File: src/rtl/ctx_pkg.sv
// ctx_pkg: shared state encoding and transfer-direction constants for reg_ctx_engine
package ctx_pkg;
    typedef enum logic [1:0] {IDLE, XFER, DONE} state_t;
    localparam logic DIR_SPILL = 1'b0;
    localparam logic DIR_FILL  = 1'b1;
endpackage

File: src/rtl/reg_ctx_engine.sv
// reg_ctx_engine: register-context spill/fill engine, one byte per cycle between register file and data memory
// Ports: clk, reset_n (sync, active-low); start/dir/base_addr/first_reg/count request (latched in IDLE);
//   stall freezes the current cycle; rf_* register-file read/write port; mem_* data-memory port;
//   busy (XFER), done (one-cycle pulse), checksum (XOR of moved bytes).
// Optional: CTX_CHECKSUM_EN builds the checksum accumulator; otherwise checksum is 8'h00.
module reg_ctx_engine
    import ctx_pkg::*;
#(
    parameter int pw = 4,
    parameter int aw = 8
) (
    input  logic          clk,
    input  logic          reset_n,
    input  logic          start,
    input  logic          dir,
    input  logic [aw-1:0] base_addr,
    input  logic [pw-1:0] first_reg,
    input  logic [pw:0]   count,
    input  logic          stall,
    output logic [pw-1:0] rf_rd_addr,
    input  logic [7:0]    rf_rd_dat,
    output logic          rf_wr_en,
    output logic [pw-1:0] rf_wr_addr,
    output logic [7:0]    rf_wr_dat,
    output logic [aw-1:0] mem_addr,
    output logic          mem_wr_en,
    output logic [7:0]    mem_wr_dat,
    input  logic [7:0]    mem_rd_dat,
    output logic          busy,
    output logic          done,
    output logic [7:0]    checksum
);
    state_t        state_q, state_d;
    logic [pw-1:0] idx_q;
    logic [aw-1:0] addr_q;
    logic [pw:0]   rem_q;
    logic          dir_q;
    logic          accept, xfer;

    always_ff @(posedge clk) begin
        if (!reset_n) state_q <= IDLE;
        else          state_q <= state_d;
    end

    always_comb begin
        accept     = (state_q == IDLE) && start;
        xfer       = (state_q == XFER) && !stall;
        state_d    = state_q == IDLE ? (start ? (count != '0 ? XFER : DONE) : IDLE)
                   : state_q == XFER ? (xfer && rem_q == (pw+1)'(1) ? DONE : XFER)
                   : IDLE;
        busy       = state_q == XFER;
        done       = state_q == DONE;
        rf_rd_addr = state_q == IDLE ? '0 : idx_q;
        rf_wr_addr = rf_rd_addr;
        mem_addr   = state_q == IDLE ? '0 : addr_q;
        mem_wr_en  = xfer && dir_q == DIR_SPILL;
        rf_wr_en   = xfer && dir_q == DIR_FILL;
        mem_wr_dat = mem_wr_en ? rf_rd_dat : 8'h00;
        rf_wr_dat  = rf_wr_en ? mem_rd_dat : 8'h00;
    end

    always_ff @(posedge clk) begin
        if (!reset_n) begin
            idx_q  <= '0;
            addr_q <= '0;
            rem_q  <= '0;
            dir_q  <= DIR_SPILL;
        end else if (accept) begin
            idx_q  <= first_reg;
            addr_q <= base_addr;
            rem_q  <= count;
            dir_q  <= dir;
        end else if (xfer) begin
            idx_q  <= idx_q + 1'b1;
            addr_q <= addr_q + 1'b1;
            rem_q  <= rem_q - 1'b1;
        end
    end

`ifdef CTX_CHECKSUM_EN
    logic [7:0] cs_q;
    // The moved byte is whatever is being read on the source side this cycle.
    always_ff @(posedge clk) begin
        if (!reset_n)    cs_q <= 8'h00;
        else if (accept) cs_q <= 8'h00;
        else if (xfer)   cs_q <= cs_q ^ (dir_q == DIR_FILL ? mem_rd_dat : rf_rd_dat);
    end
    assign checksum = cs_q;
`else
    assign checksum = 8'h00;
`endif
endmodule

File: config.mk
export PLATFORM = sky130hd
export DESIGN_NAME = reg_ctx_engine
export DESIGN_NICKNAME = d
export VERILOG_FILES = /design/src/rtl/ctx_pkg.sv /design/src/rtl/reg_ctx_engine.sv
export SDC_FILE = /design/constraint.sdc
export NUM_CORES = 1
export LEC_CHECK = 0
export CORE_MARGIN = 3
export CORE_UTILIZATION = 34
export DETAILED_ROUTE_END_ITERATION = 8
export PLACE_DENSITY = 0.83
export SLEW_MARGIN = 20
export SYNTH_ARGS = -nofsm -noshare
export SYNTH_HDL_FRONTEND = slang
export SYNTH_SLANG_ARGS = --single-unit
File: constraint.sdc
create_clock -name clk -period 1.6 [get_ports clk]
set_clock_uncertainty 0.05 [all_clocks]
set_input_delay 0.24 -clock clk [delete_from_list [all_inputs] [get_ports clk]]
set_output_delay 0.24 -clock clk [all_outputs]
set_load 0.005 [all_outputs]
==> results summary <==
The run finished, with violations left. The checks that failed: negative setup slack. The depth of the worst register-to-register path came out at 5.

The synthesized area per cell is 7.75 um2. Counting instances, the worst hold path has a depth of 2. The total placed cells including tap cells came out at 300. The most critical setup path has its startpoint at state_q[1]. Leaving out fill and tap cells, the most frequent cells in the layout are 36 x clkdlybuf4s50_1, 36 x buf_6, 20 x buf_4, 18 x dfxtp_1, 13 x clkbuf_2. The aggregate routed wire length is 6.40 mm. The starting density of the core came out at 0.365. The maximum level of the CTS H-tree is 1.

The post-layout worst setup margin came out at -301 ps. The total vias in the final route came out at 1,874. The sink count of the clock tree came out at 20. For the worst setup path, the data required time is 1310 ps. The type of element capturing the critical path is an output port. The count of standard-cell rows is 22. The iteration count of the initial detailed-routing pass is 4.

The number of setup violations in the final report is 52. The HPWL after detailed placement is 3.07 mm. The area of the core came out at 3800 um2. The die outline width came out at 69.9 um.

The initial antenna violation count is 1. The latest clock arrival within the worst-skew pair is 260 ps. The vias per cell is 5.53. The final-layout worst hold slack is 464 ps. The worst-case setup slack after placement is -631 ps.

The final number of max-transition violations came out at 0. The height of the die is 69.9 um. The number of nets at the end of the flow is 333.

The first global-routing pass estimated 7.94 mm of wire. The design area came out at 2760 um2. Across the VDD grid, the largest voltage drop is 334 uV. In this run the power density over the cells is 585 nW/um2. The post-route minimum period came out at 1900 ps.

The TritonCTS clock tree is built. The clock tree buffer depth came out at 2. The count of max-cap constraint violations came out at 0.

Entering global routing, the biggest net connects 22 pins. The sequential fraction of the synthesis area came out at 0.289. The most critical setup path has its endpoint at rf_wr_dat[4]. The detailed router used layers up to and including met4. Across all register-to-register paths, the minimum setup slack is -230 ps. In the global route stage, overall resource usage came out at 0.199. The number of cells produced by synthesis is 179. The worst hold path belongs to the class register to register. In the final routed layout, each cell accounts on average for 18.9 um. The remaining global-route overflow came out at 0. For this design, the CTS-stage hold fixing added 0 buffers. During I/O placement, the number of pins put on the boundary was 82. Relative to the synthesized area, the layout overhead comes to 99.0%. In this run the critical register-to-register path is launched from state_q[0]. The DRC violation count after routing came out at 0. Of all nets on the critical path, the largest fanout is 3. The final RePlAce weighted congestion is 0.768. In this run, synthesis produced a sequential element count of 20. For the final routed database, the setup TNS stands at -8510 ps. The capture instance of the worst register-to-register path is addr_q[5]. The count of buffers added on input and output ports is 73.

The share of the core filled with cells in the final layout is 0.727. The worst hold path startpoint is rem_q[1]. The length of routed met3 wiring is 490 um. The number of nets with antenna violations after detailed routing is 0. The clock-pin slew reported for the worst setup and hold paths after clock tree synthesis is 70 ps. In the synthesized netlist the async set-or-reset flop fraction comes to 0. The post-synth design cell area is 1390 um2.

The worst setup path is launched from a register. The class of the most critical setup path is register to output port. Setup repair after global routing could not meet its margin everywhere.

The distinct cell type count after synthesis is 43. The count of final hold-check violations is 0. The number of warnings printed during yosys synthesis came out at 0. The post-place instance area is 2190 um2.

The floorplan die area is 4880 um2. The initial DRC count is 222. In the synthesized netlist the dominant register cell turns out to be dfxtp_1. For this design the static power due to leakage is 1.20 nW. The routed length on met2 is 3.46 mm. The routed metal-1 wirelength is 2.38 mm. The final total power is 1.62 mW. Buffers inserted during clock tree synthesis total 3. The via count of the first global-routing pass came to 1,623. CTS placed an instance of clkbuf_8 at the clock tree root. The number of enable flip-flop cells after synthesis is 0.

Dividing the final minimum period by the clock period gives 1.19. The fmax is 0.526 GHz. Data arrives at the worst endpoint at 1610 ps. The fraction of layout instances using a drive strength above 1 is 0.455. After the flow finishes, the layout carries non-filler instances totaling 339.
[synth_stat cells (2+ instances only)]
library cell,instances,area [um2]
nand2_1,11,41.3
nand4_1,2,12.5
and3_1,10,62.6
o21ai_0,9,45.0
o22ai_1,2,12.5
or4_1,4,30.0
buf_4,13,97.6
nor3_1,2,10.0
mux2i_1,2,20.0
a2bb2oi_1,3,26.3
a32oi_1,3,26.3
o31ai_1,2,15.0
buf_2,3,15.0
inv_1,9,33.8
dfxtp_1,20,400
a31oi_1,6,37.5
nor2b_1,11,68.8
nand3_1,7,35.0
ha_1,4,50.1
nor2_1,7,26.3
a21oi_1,9,45.0
a311o_1,2,20.0
and2_1,10,62.6
nor3b_1,3,22.5
clkbuf_1,7,26.3
[per-layer routing]
| metal | vias up | GRT usage |
|---|---|---|
| met4 | 0 | 0.0489 |
| li1 | 854 | - |
| met3 | 8 | 0.0417 |
| met2 | 125 | 0.363 |
| met5 | - | 0 |
| met1 | 887 | 0.234 |
[power breakdown]
group	internal, mW	leakage, nW	switching, mW
clock network	0.219	0.0288	0.170
registers	0.541	0.166	0.0514
logic	0.364	1.00	0.270
total	1.12	1.20	0.491
[flip-flops by register name, summed over array words and instances (netlist names)]
name / cells
dir_q: 1
state_q: 2
addr_q: 8
rem_q: 5
idx_q: 4
[worst max-delay path, cell delays in order, from the launching register on]
cell and delay (ps):
dfxtp_4 360, buf_6 120, nor3b_4 240, buf_2 180, buf_6 100, buf_6 80
and3_4 180, buf_6 90
[cell families after synthesis]
logic type	share of synthesized area
mux	0.0225
simple gates	0.302
other cells	0.00270
fa+ha+maj	0.0361
compound gates	0.224
buf+inv	0.124
flops	0.289
[final cells by class]
type / instances / area (um2)
multi-input cells: 137 / 1060
flip-flops and latches: 20 / 405
clock buffers: 4 / 55.1
well taps: 48 / 60.1
fillers: 231 / 1040
repair buffers: 120 / 1140
diodes: 1 / 2.50
inverters: 9 / 33.8
[timing repair]
item                                    4_1_cts  5_1_grt
endpoints found under the setup margin       45       46
pin swaps                                    16       21
resized for setup                           142       88
setup buffers                                18       12
gates cloned                                  2        3
[worst min-delay path by stage]
stage	end	slack, ps
2_1_floorplan	dir_q	330
5_1_grt	rem_q[1]	490
6_report	rem_q[1]	460
4_1_cts	idx_q[3]	450
3_3_place_gp	rem_q[1]	420
3_5_place_dp	rem_q[2]	430
No activity file was read; power rests on OpenSTA's default activity.
